===== config.mk =====
export PLATFORM = sky130hd
export DESIGN_NAME = vr_fifo_flat
export DESIGN_NICKNAME = d
export VERILOG_FILES = /design/src/rtl/fifo_ctrl_pkg.sv /design/src/rtl/vr_fifo_if.sv /design/src/rtl/vr_fifo.sv /design/src/flat_wrapper.sv
export SDC_FILE = /design/constraint.sdc
export NUM_CORES = 1
export LEC_CHECK = 0
export CAP_MARGIN = 20
export CORE_ASPECT_RATIO = 1.4
export CORE_MARGIN = 3
export CORE_UTILIZATION = 50
export DETAILED_ROUTE_END_ITERATION = 6
export PLACE_DENSITY = 0.83
export SYNTH_ARGS = -nofsm -noshare
export SYNTH_HDL_FRONTEND = slang
export SYNTH_SLANG_ARGS = --single-unit

===== constraint.sdc =====
create_clock -name clk -period 5.9 [get_ports clk]
set_clock_uncertainty 0.05 [all_clocks]
set_input_delay 1.475 -clock clk [delete_from_list [all_inputs] [get_ports clk]]
set_output_delay 1.475 -clock clk [all_outputs]
set_load 0.02 [all_outputs]

===== src/rtl/fifo_ctrl_pkg.sv =====
// Shared constants for the FIFO control blocks.
package fifo_ctrl_pkg;

    // Default beat width for ready/valid datapaths.
    localparam int data_width = 8;

endpackage : fifo_ctrl_pkg


===== src/rtl/vr_fifo_if.sv =====
// Decoupled ready/valid channel: the producer drives valid/data and the consumer drives ready.
interface vr_fifo_if #(
    parameter int DATA_WIDTH = 8
);

    logic                  valid;
    logic                  ready;
    logic [DATA_WIDTH-1:0] data;

    // The producer of beats.
    modport master (output valid, output data, input ready);

    // The consumer of beats.
    modport slave (input valid, input data, output ready);

endinterface : vr_fifo_if


===== src/rtl/vr_fifo.sv =====
// First-word-fall-through FIFO between two ready/valid channels.
// Both handshake outputs depend only on registered pointers and flush, so there is
// no combinational path from out_ready to in_ready or from in_valid to out_valid.
module vr_fifo
    import fifo_ctrl_pkg::*;
#(
    parameter int DATA_WIDTH   = data_width,
    parameter int DEPTH        = 4,
    parameter int AFULL_THRESH = DEPTH - 1
) (
    input  logic                       clk,
    input  logic                       rst_n,
    vr_fifo_if.slave                   in_if,
    vr_fifo_if.master                  out_if,
    input  logic                       flush,
    output logic [$clog2(DEPTH+1)-1:0] count,
    output logic                       almost_full
);

    localparam int AW = $clog2(DEPTH);
    localparam int CW = $clog2(DEPTH + 1);

    // Pointers carry one extra wrap bit so that full and empty can be told apart.
    logic [AW:0]           wr_ptr;
    logic [AW:0]           rd_ptr;
    logic [DATA_WIDTH-1:0] mem [DEPTH];

    logic empty;
    logic full;
    logic push;
    logic pop;

    assign empty = (wr_ptr == rd_ptr);
    assign full  = (wr_ptr[AW-1:0] == rd_ptr[AW-1:0]) && (wr_ptr[AW] != rd_ptr[AW]);

    // A full FIFO never takes a beat, even when the head is popping this cycle.
    assign in_if.ready  = !full && !flush;
    assign out_if.valid = !empty && !flush;
    assign out_if.data  = mem[rd_ptr[AW-1:0]];

    assign push = in_if.valid && in_if.ready;
    assign pop  = out_if.valid && out_if.ready;

    // Occupancy is the pointer distance; modulo 2*DEPTH arithmetic makes wrap transparent.
    assign count       = CW'(wr_ptr - rd_ptr);
    assign almost_full = (count >= CW'(AFULL_THRESH));

    // Write pointer: advances on every accepted beat.
    // NOTE: state registers use non-blocking assignments so every flop samples pre-edge values.
    always_ff @(posedge clk or negedge rst_n) begin
        if (!rst_n) begin
            wr_ptr <= '0;
        end else if (push) begin
            wr_ptr <= wr_ptr + 1'b1;
        end
    end

    // Read pointer: advances on pop; a flush snaps it onto the write pointer to empty the FIFO.
    always_ff @(posedge clk or negedge rst_n) begin
        if (!rst_n) begin
            rd_ptr <= '0;
        end else if (flush) begin
            rd_ptr <= wr_ptr;
        end else if (pop) begin
            rd_ptr <= rd_ptr + 1'b1;
        end
    end

    // Storage array: written at the write pointer on each accepted beat.
    // NOTE: the array has no reset; the pointers alone decide which entries are meaningful.
    always_ff @(posedge clk) begin
        if (push) begin
            mem[wr_ptr[AW-1:0]] <= in_if.data;
        end
    end

endmodule : vr_fifo


===== src/flat_wrapper.sv =====
// flat-port wrapper written by rule: the top's interface ports become plain ports
module vr_fifo_flat import fifo_ctrl_pkg::*;
#(
    parameter int DATA_WIDTH   = data_width,
    parameter int DEPTH        = 4,
    parameter int AFULL_THRESH = DEPTH - 1
)
  (clk, rst_n, flush, count, almost_full, in_if_valid, in_if_data, in_if_ready, out_if_valid, out_if_data, out_if_ready);
  vr_fifo_if #(.DATA_WIDTH(DATA_WIDTH)) in_if_i ();
  vr_fifo_if #(.DATA_WIDTH(DATA_WIDTH)) out_if_i ();
  input  logic clk;
  input  logic rst_n;
  input  logic flush;
  output logic [$clog2(DEPTH+1)-1:0] count;
  output logic almost_full;
  input wire logic [$bits(in_if_i.valid)-1:0] in_if_valid;
  input wire logic [$bits(in_if_i.data)-1:0] in_if_data;
  output wire logic [$bits(in_if_i.ready)-1:0] in_if_ready;
  output wire logic [$bits(out_if_i.valid)-1:0] out_if_valid;
  output wire logic [$bits(out_if_i.data)-1:0] out_if_data;
  input wire logic [$bits(out_if_i.ready)-1:0] out_if_ready;
  assign in_if_i.valid = in_if_valid;
  assign in_if_i.data = in_if_data;
  assign in_if_ready = in_if_i.ready;
  assign out_if_valid = out_if_i.valid;
  assign out_if_data = out_if_i.data;
  assign out_if_i.ready = out_if_ready;
  vr_fifo #(.DATA_WIDTH(DATA_WIDTH), .DEPTH(DEPTH), .AFULL_THRESH(AFULL_THRESH)) u_core (.clk(clk), .rst_n(rst_n), .in_if(in_if_i), .out_if(out_if_i), .flush(flush), .count(count), .almost_full(almost_full));
endmodule

==> results of run 1 <==
-- routing by layer --
| layer | global-route usage (%) | routed length, um | vias up |
|---|---|---|---|
| met4 | 6.22 | 36 | 0 |
| met5 | 0 | 0 | - |
| met2 | 30.9 | 1740 | 32 |
| met1 | 19.7 | 1130 | 474 |
| met3 | 5.94 | 165 | 5 |
| li1 | - | - | 441 |
-- final timing paths --
kind	end	slack, ns	depth (start not counted)
min in group asynchronous	u_core.wr_ptr[0]$_DFFE_PN0P_	1.38	1
min	u_core.wr_ptr[0]$_DFFE_PN0P_	0.54	1
max in group asynchronous	u_core.rd_ptr[0]$_DFFE_PN0P_	4.19	1
max	in_if_ready	1.30	3
min reg2reg	u_core.wr_ptr[0]$_DFFE_PN0P_	0.54	1
max reg2reg	u_core.mem[1][5]$_DFFE_PP_	3.37	4
-- power by group --
| part | internal (W) | leakage, nW | switching (W) |
|---|---|---|---|
| logic | 0.000279 | 0.338 | 0.000281 |
| clock network | 0.0000808 | 0.0416 | 0.0000893 |
| registers | 0.000341 | 0.361 | 0.0000679 |
-- layout by cell type, fill, tap and decap left out --
cell | netlist | final
a21o_1 | 1 | 1
o31a_1 | 1 | 1
xnor2_1 | 3 | 3
edfxtp_1 | 32 | 32
fa_1 | 1 | 1
clkdlybuf4s50_1 | 0 | 26
a211oi_1 | 1 | 1
clkinv_2 | 0 | 1
nand3_1 | 3 | 3
mux2_2 | 1 | 1
o211a_1 | 1 | 1
o21ai_2 | 1 | 1
clkinv_1 | 0 | 1
nor2b_1 | 1 | 1
inv_1 | 5 | 5
xor2_2 | 1 | 1
o22ai_1 | 1 | 1
and3_1 | 3 | 3
a21oi_1 | 4 | 4
nand4b_1 | 2 | 2
clkbuf_8 | 0 | 5
o2111ai_1 | 1 | 1
mux4_2 | 8 | 8
nor2_1 | 2 | 2
ha_1 | 7 | 7
and2_1 | 1 | 1
xor2_1 | 1 | 1
nor3b_1 | 3 | 3
dfrtp_1 | 6 | 6
clkinvlp_4 | 0 | 1
o211ai_1 | 1 | 1
nand2_1 | 3 | 3
-- sequential cells by signal, indices dropped and copies added, names as in the netlist --
name,count
u_core.wr_ptr,3
u_core.mem,32
u_core.rd_ptr,3
-- cell type report --
type | instances | share of cell area [%]
sequential | 38 | 53.8
multi-input combinational | 52 | 26.2
timing repair buffer | 26 | 12.6
clock buffer | 5 | 3.33
tap | 39 | 2.36
inverter | 5 | 0.909
clock inverter | 3 | 0.788
-- worst max-delay path, stage by stage --
cell and delay [ns]:
clkdlybuf4s50_1 0.62, a21oi_1 0.32, clkdlybuf4s50_1 0.66
-- metrics by stage --
stage	instances	total power, W	worst slack [ns]
after global routing	168	0.00121	1.19
final	168	0.00114	1.30
after detailed placement	160	0.000984	1.31
after global placement	160	0.000967	1.33
after CTS	168	0.00115	1.31
after floorplan	99	0.000761	2.37
-- logic make-up (layout without fill, tap and decap cells) --
family | count (synthesis) | count (layout)
AOI/OAI and AO/OA | 12 | 12
DFF | 38 | 38
xor gates and xnor gates | 5 | 5
muxes | 9 | 9
adders and majority gates | 8 | 8
buffers and inverters | 9 | 39
and+or+nand+nor | 18 | 18
==> run_results.csv, run 1 <==
group,metric,value,unit
critical_path,crit_start,"flush",
synthesis,seq_area_frac_synth,65.8,%
critical_path,cp-start-kind,"input port",
synthesis,synth_compound_area_share,5.04,%
synthesis,syn_area_per_cell,17.0,um^2
timing,tightest_slew,0.660,ns
die,io_pins,27,
timing,final.setup.tns,0,ns
global_routing,grt_max_degree,15,
hold_path,min_path_type,"reg -> reg",
synthesis,synth_mux_area_share,11.3,%
global_routing,grt_pass1_wl,4.88,mm
layout,antenna_cells,0,
clocking,cts_max_path_buffers,2,
global_routing,antenna_found_initial,0,
clocking,cts_resized,0,
timing,fin_crit_sh,78.0,%
synthesis,synth_area,1690,um^2
route,first_pass_iters,4,
timing,holdWs,0.537,ns
synthesis,synth-xor-area-share,3.04,%
route,drtIter0Drc,27,
critical_path,crit_fanout,14,
synthesis,synthArstFlopShare,15.8,%
synthesis,yosysMostFrequentCell,"edfxtp_1",
place,dp_hpwl,2.28,mm
route,wl,3.08,mm
layout,drive_above_1_share,14.0,%
synthesis,synth_ff_type,"edfxtp_1",
die,die-area,4120,um^2
layout,final_util,64.9,%
clocking,ctsRootBufferMaster,"clkbuf_8",
critical_path,critPathArrivalTime,3.08,ns
place,port_buffers,26,
power_and_ir_drop,power.density,551,nW/um^2
synthesis,synthDominantCellAreaShare,56.9,%
layout,regArea,1110,um^2
synthesis,synth_top_area_cell,"edfxtp_1",
synthesis,yosys_warnings,0,
clocking,clk_latency,0.29,ns
timing,relSlewSlack,56.0,%
clocking,cts_hold_buf,0,
synthesis,synth_cell_types,30,
place,post_dp_cell_area,1980,um^2
route,drc_errors,0,
route,num_vias,952,
synthesis,yosys-top-cells-area,"edfxtp_1, mux4_2, dfrtp_1, ha_1, xnor2_1",
layout,syn2layout_area_growth,22.3,%
clocking,clock_sinks,38,
synthesis,yosys.area_share.adder,6.38,%
clocking,clk_pin_slew,0.07,ns
route,wl_per_cell,18.3,um
clocking,post_cts_buffers,0,
layout,n_fill_cell,248,
global_routing,grt_usage,17.7,%
timing,grt_setup_unrepaired,"no",
layout,design_area,2060,um^2
timing,max_clock_freq,0.217,GHz
synthesis,synth_top_family_by_area,"multiplexers",
die,coreArea,3180,um^2
critical_path,r2r_start,"u_core.rd_ptr[0]$_DFFE_PN0P_",
die,fp-row-count,24,
status,outcome,"finished clean",
route,routed_via_density,5.67,
timing,period_minus_slack,4.60,ns
clocking,ctsHtreeMaxLevel,2,
power_and_ir_drop,ir_drop,0.000431,V
hold_path,worstHoldStart,"u_core.wr_ptr[0]$_DFFE_PN0P_",
synthesis,synth_edf_count,32,
synthesis,synth-seq-cells,38,
timing,drv_slew,0,
synthesis,syn_nets,120,
synthesis,synth_common_cells,"edfxtp_1, mux4_2, ha_1",
global_routing,grt_pass1_vias,978,
layout,multi_input_area,541,um^2
synthesis,synthSimpleGateAreaFrac,6.23,%
route,ant_nets,0,
critical_path,path_class,"in -> out",
critical_path,cp-end-kind,"output port",
die,initial_core_util,53.0,%
job,maxCapViolCount,0,
die,die_width,55.1,um
die,die_h,74.7,um
layout,final_nets,149,
timing,final_hold_viol_count,0,
clocking,numCtsBuffers,5,
synthesis,syn-instance-count,99,
power_and_ir_drop,power.leakage,0.741,nW
timing,setup-violations-final,0,
place,place_congestion,0.855,
global_routing,overflow,0,
clocking,cts_tree,"done",
critical_path,cp.required,4.38,ns
No activity file was read; power rests on OpenSTA's default activity.
==> run 2, diff against run 1 <==
==> constraint.sdc (replaced) <==
create_clock -name clk -period 4.5 [get_ports clk]
set_clock_uncertainty 0.05 [all_clocks]
set_input_delay 1.125 -clock clk [delete_from_list [all_inputs] [get_ports clk]]
set_output_delay 1.125 -clock clk [all_outputs]
set_load 0.02 [all_outputs]
==> run_results.csv, run 2 (same netlist as run 1, synthesis figures left out) <==
group,metric,value,unit
status,outcome,"finished clean",
die,coreArea,3180,um^2
layout,final_util,67.0,%
die,die-area,4120,um^2
route,drc_errors,0,
power_and_ir_drop,ir_drop,0.000474,V
place,place_congestion,0.871,
critical_path,cp_num_cells,5,
critical_path,reg2reg_depth,5,
global_routing,antenna_found_initial,0,
timing,max_clock_freq,0.264,GHz
die,initial_core_util,53.0,%
clocking,numCtsBuffers,5,
layout,drive_above_1_share,16.0,%
layout,largest_reg_flops,32,
die,die_h,74.7,um
critical_path,cp_slowest_cell,"clkdlybuf4s50_1",
clocking,cts_max_path_buffers,2,
critical_path,cp-end-kind,"output port",
die,die_width,55.1,um
die,fp-row-count,24,
critical_path,crit_fanout,11,
layout,layout_commonest_cell,"edfxtp_1",
power_and_ir_drop,comb_power_share,47.5,%
clocking,cts_hold_buf,0,
hold_path,min_path_type,"reg -> reg",
clocking,ctsRootBufferMaster,"clkbuf_8",
clocking,clk_latency,0.29,ns
die,io_pins,27,
critical_path,path_class,"reg -> out",
global_routing,grt_usage,18.6,%
critical_path,r2r_slack,1.95,ns
critical_path,crit_family,"buffers and inverters",
clocking,clk_pin_slew,0.07,ns
timing,grt_setup_unrepaired,"no",
timing,final.setup.tns,0,ns
layout,final_cell_mix,"edfxtp_1, clkdlybuf4s50_1, mux4_2, ha_1, dfrtp_1",
critical_path,cp-start-kind,"flop",
place,dp_hpwl,2.28,mm
timing,tightest_slew,0.459,ns
route,routed_via_density,5.86,
route,wl,3.16,mm
job,maxCapViolCount,0,
critical_path,crit_chain,"inv_1 > ha_1 > and2_1 > a21oi_1 > clkdlybuf4s50_1",
power_and_ir_drop,power.leakage,0.777,nW
power_and_ir_drop,clkPwrFrac,21.1,%
critical_path,critPathArrivalTime,2.61,ns
global_routing,grt_pass1_wl,5.07,mm
global_routing,grt_pass1_vias,1090,
place,port_buffers,26,
route,wl_per_cell,18.6,um
hold_path,hold_depth,1,
clocking,post_cts_buffers,0,
power_and_ir_drop,swShare,36.1,%
clocking,ctsHtreeMaxLevel,2,
timing,fin_crit_sh,84.2,%
layout,antenna_cells,0,
route,num_vias,996,
timing,period_minus_slack,3.79,ns
timing,relSlewSlack,69.2,%
global_routing,overflow,0,
layout,final_nets,151,
critical_path,cp.required,3.32,ns
power_and_ir_drop,seq_power_share,31.4,%
critical_path,cp.buffers_inverters,2,
timing,setup-violations-final,0,
route,ant_nets,0,
route,drtIter0Drc,29,
clocking,clock_sinks,38,
timing,final_hold_viol_count,0,
critical_path,cp_slowest_stage_delay,0.66,ns
power_and_ir_drop,p_sw,0.000590,W
clocking,cts_tree,"done",
route,first_pass_iters,4,
power_and_ir_drop,power.density,767,nW/um^2
layout,n_fill_cell,249,
power_and_ir_drop,p_int,0.00104,W
layout,syn2layout_area_growth,26.3,%
global_routing,grt_max_degree,14,
timing,drv_slew,0,
clocking,cts_resized,0,
run 2: worst paths after layout:
path                                               from                            to
hold reg to reg            u_core.wr_ptr[0]$_DFFE_PN0P_  u_core.wr_ptr[0]$_DFFE_PN0P_
setup reg to reg           u_core.rd_ptr[1]$_DFFE_PN0P_    u_core.mem[0][6]$_DFFE_PP_
min in group asynchronous                         rst_n  u_core.rd_ptr[0]$_DFFE_PN0P_
max in group asynchronous                         rst_n  u_core.rd_ptr[2]$_DFFE_PN0P_
setup / recovery           u_core.rd_ptr[1]$_DFFE_PN0P_                   in_if_ready
hold / removal             u_core.wr_ptr[0]$_DFFE_PN0P_  u_core.wr_ptr[0]$_DFFE_PN0P_
run 2: power by group through the flow:
stage / registers, W / clock network (W) / logic, W
4_1_cts: 0.000514 / 0.000349 / 0.000788
6_report: 0.000514 / 0.000345 / 0.000776
3_3_place_gp: 0.000517 / 0 / 0.000761
2_1_floorplan: 0.000486 / 0 / 0.000511
3_5_place_dp: 0.000522 / 0 / 0.000786
5_1_grt: 0.000521 / 0.000365 / 0.000841
run 2: per-stage QoR:
step | hold WS [ns] | cell area [um^2] | worst slack, ns | instances | power [W]
after floorplan | 0.465 | 1690 | 1.42 | 99 | 0.000997
after global placement | 0.516 | 1990 | 0.858 | 162 | 0.00128
after detailed placement | 0.505 | 1990 | 0.845 | 162 | 0.00131
after CTS | 0.520 | 2130 | 0.720 | 170 | 0.00165
after global routing | 0.554 | 2130 | 0.545 | 170 | 0.00173
final | 0.532 | 2130 | 0.713 | 170 | 0.00163
run 2: layout make-up:
| class | instances | area, um^2 | share of cell area (%) |
|---|---|---|---|
| multi-input combinational | 52 | 541 | 25.4 |
| clock buffer | 5 | 68.8 | 3.23 |
| tap | 39 | 48.8 | 2.29 |
| clock inverter | 3 | 68.8 | 3.23 |
| timing repair buffer | 28 | 275 | 12.9 |
| sequential | 38 | 1110 | 52.1 |
| inverter | 5 | 18.8 | 0.880 |
run 2: routing by layer:
layer	track usage, %	up-vias	share of wire (%)
met5	0	-	0
met4	11.1	0	3.3
met3	6.53	13	4.8
met2	30.5	27	56
met1	20.2	515	36
li1	-	441	-
==> run 3, diff against run 2 <==
==> constraint.sdc (replaced) <==
create_clock -name clk -period 3.5 [get_ports clk]
set_clock_uncertainty 0.05 [all_clocks]
set_input_delay 0.875 -clock clk [delete_from_list [all_inputs] [get_ports clk]]
set_output_delay 0.875 -clock clk [all_outputs]
set_load 0.02 [all_outputs]
==> run_results.csv, run 3 (same netlist as run 1, synthesis figures left out) <==
group,metric,value,unit
status,outcome,"finished clean",
power_and_ir_drop,clkPwrFrac,15.0,%
timing,grt_setup_unrepaired,"no",
layout,final_nets,152,
place,place_congestion,0.801,
timing,final_hold_viol_count,0,
place,post-place-ws,0.349,ns
timing,final.setup.tns,0,ns
critical_path,crit_fanout,5,
global_routing,grt_pass1_wl,4.77,mm
clocking,cts_tree,"done",
die,die_width,55.1,um
hold_path,min_path_type,"reg -> reg",
route,drc_errors,0,
timing,fin_crit_sh,94.4,%
global_routing,overflow,0,
layout,layout_commonest_cell,"edfxtp_1",
die,initial_core_util,53.0,%
global_routing,grt_pass1_vias,988,
clocking,post_cts_buffers,0,
clocking,clk_pin_slew,0.07,ns
hold_path,hold_depth,1,
global_routing,grt_usage,17.5,%
timing,setup-violations-final,0,
die,die_h,74.7,um
power_and_ir_drop,p_int,0.00120,W
power_and_ir_drop,seq_power_share,32.8,%
timing,tightest_slew,0.489,ns
critical_path,r2r_start,"u_core.wr_ptr[0]$_DFFE_PN0P_",
critical_path,reg2reg_depth,5,
layout,antenna_cells,0,
clocking,ctsRootBufferMaster,"clkbuf_8",
route,routed_via_density,5.49,
power_and_ir_drop,swShare,38.4,%
clocking,clk_latency,0.29,ns
critical_path,cp-end-kind,"output port",
hold_path,holdPathEnd,"u_core.wr_ptr[0]$_DFFE_PN0P_",
route,wl_per_cell,17.4,um
critical_path,r2r_slack,1.20,ns
place,dp_hpwl,2.13,mm
clocking,ctsHtreeMaxLevel,2,
die,fp-row-count,24,
global_routing,grt_max_degree,14,
timing,drv_slew,0,
power_and_ir_drop,ir_drop,0.000659,V
power_and_ir_drop,power.density,931,nW/um^2
critical_path,cp.required,2.57,ns
layout,largest_reg_flops,32,
layout,syn2layout_area_growth,23.6,%
clocking,cts_resized,0,
die,coreArea,3180,um^2
die,die-area,4120,um^2
timing,setup_ws,0.195,ns
power_and_ir_drop,comb_power_share,52.2,%
power_and_ir_drop,p_sw,0.000745,W
timing,max_clock_freq,0.303,GHz
layout,final_util,65.6,%
clocking,numCtsBuffers,5,
global_routing,antenna_found_initial,0,
power_and_ir_drop,power.leakage,0.755,nW
timing,period_minus_slack,3.31,ns
layout,drive_above_1_share,15.9,%
route,wl,2.97,mm
clocking,cts_max_path_buffers,2,
critical_path,cp-start-kind,"flop",
place,port_buffers,26,
job,maxCapViolCount,0,
critical_path,r2r_end,"u_core.mem[0][6]$_DFFE_PP_",
hold_path,worstHoldStart,"u_core.wr_ptr[0]$_DFFE_PN0P_",
critical_path,path_class,"reg -> out",
die,io_pins,27,
route,drtIter0Drc,45,
clocking,clock_sinks,38,
timing,holdWs,0.537,ns
route,num_vias,939,
timing,relSlewSlack,67.2,%
clocking,cts_hold_buf,0,
route,first_pass_iters,4,
critical_path,critPathArrivalTime,2.38,ns
layout,final_cell_mix,"edfxtp_1, clkdlybuf4s50_1, mux4_2, ha_1, dfrtp_1",
route,ant_nets,0,
run 3: cell count changes in the layout (fill, tap and decap cells not counted):
cell	delta
clkinv_1	+1
buf_4	+1
clkinv_4	-1
clkinv_2	+1
bufinv_16	-2
clkinvlp_4	+1
run 3: worst max path at each step:
stage	to	from	depth (start not counted)
2_1_floorplan	almost_full	u_core.rd_ptr[1]$_DFFE_PN0P_	5
3_3_place_gp	out_if_valid	flush	4
3_5_place_dp	out_if_valid	flush	4
4_1_cts	in_if_ready	u_core.wr_ptr[0]$_DFFE_PN0P_	5
5_1_grt	in_if_ready	u_core.wr_ptr[0]$_DFFE_PN0P_	5
6_report	in_if_ready	u_core.wr_ptr[0]$_DFFE_PN0P_	5
run 3: worst max-delay path: stages, from the launching register on:
cell and delay (ns):
dfrtp_1 0.45, inv_1 0.11, ha_1 0.33, and2_1 0.23, a21oi_1 0.29, clkdlybuf4s50_1 0.67
run 3: layer usage:
| layer | track usage, % | up-vias | part of all wire (%) |
|---|---|---|---|
| met5 | 0 | - | 0 |
| met2 | 27.6 | 37 | 53 |
| met3 | 6.73 | 7 | 5.1 |
| li1 | - | 448 | - |
| met1 | 20.0 | 447 | 39 |
| met4 | 10.0 | 0 | 2.5 |
run 3: layout make-up:
type                            instances  area, um^2
Clock buffer                            5        68.8
Clock inverter                          3        16.3
Fill cell                             240        1100
Inverter                                5        18.8
Multi-Input combinational cell         52         541
Sequential cell                        38        1110
Tap cell                               39        48.8
Timing Repair Buffer                   29         283
run 3: per-stage QoR:
stage | area [um^2] | total power [W] | cells
CTS | 2090 | 0.00196 | 171
finish | 2090 | 0.00194 | 171
detailed placement | 2000 | 0.00167 | 163
global placement | 2000 | 0.00165 | 163
floorplan | 1690 | 0.00128 | 99
global route | 2090 | 0.00207 | 171
run 3: power by group through the flow:
| stage | Sequential (W) | Combinational [W] | Clock [W] |
|---|---|---|---|
| finish | 0.000636 | 0.00101 | 0.000291 |
| global route | 0.000646 | 0.00111 | 0.000316 |
| CTS | 0.000637 | 0.00103 | 0.000295 |
| detailed placement | 0.000646 | 0.00103 | 0 |
| global placement | 0.000640 | 0.00101 | 0 |
| floorplan | 0.000625 | 0.000657 | 0 |
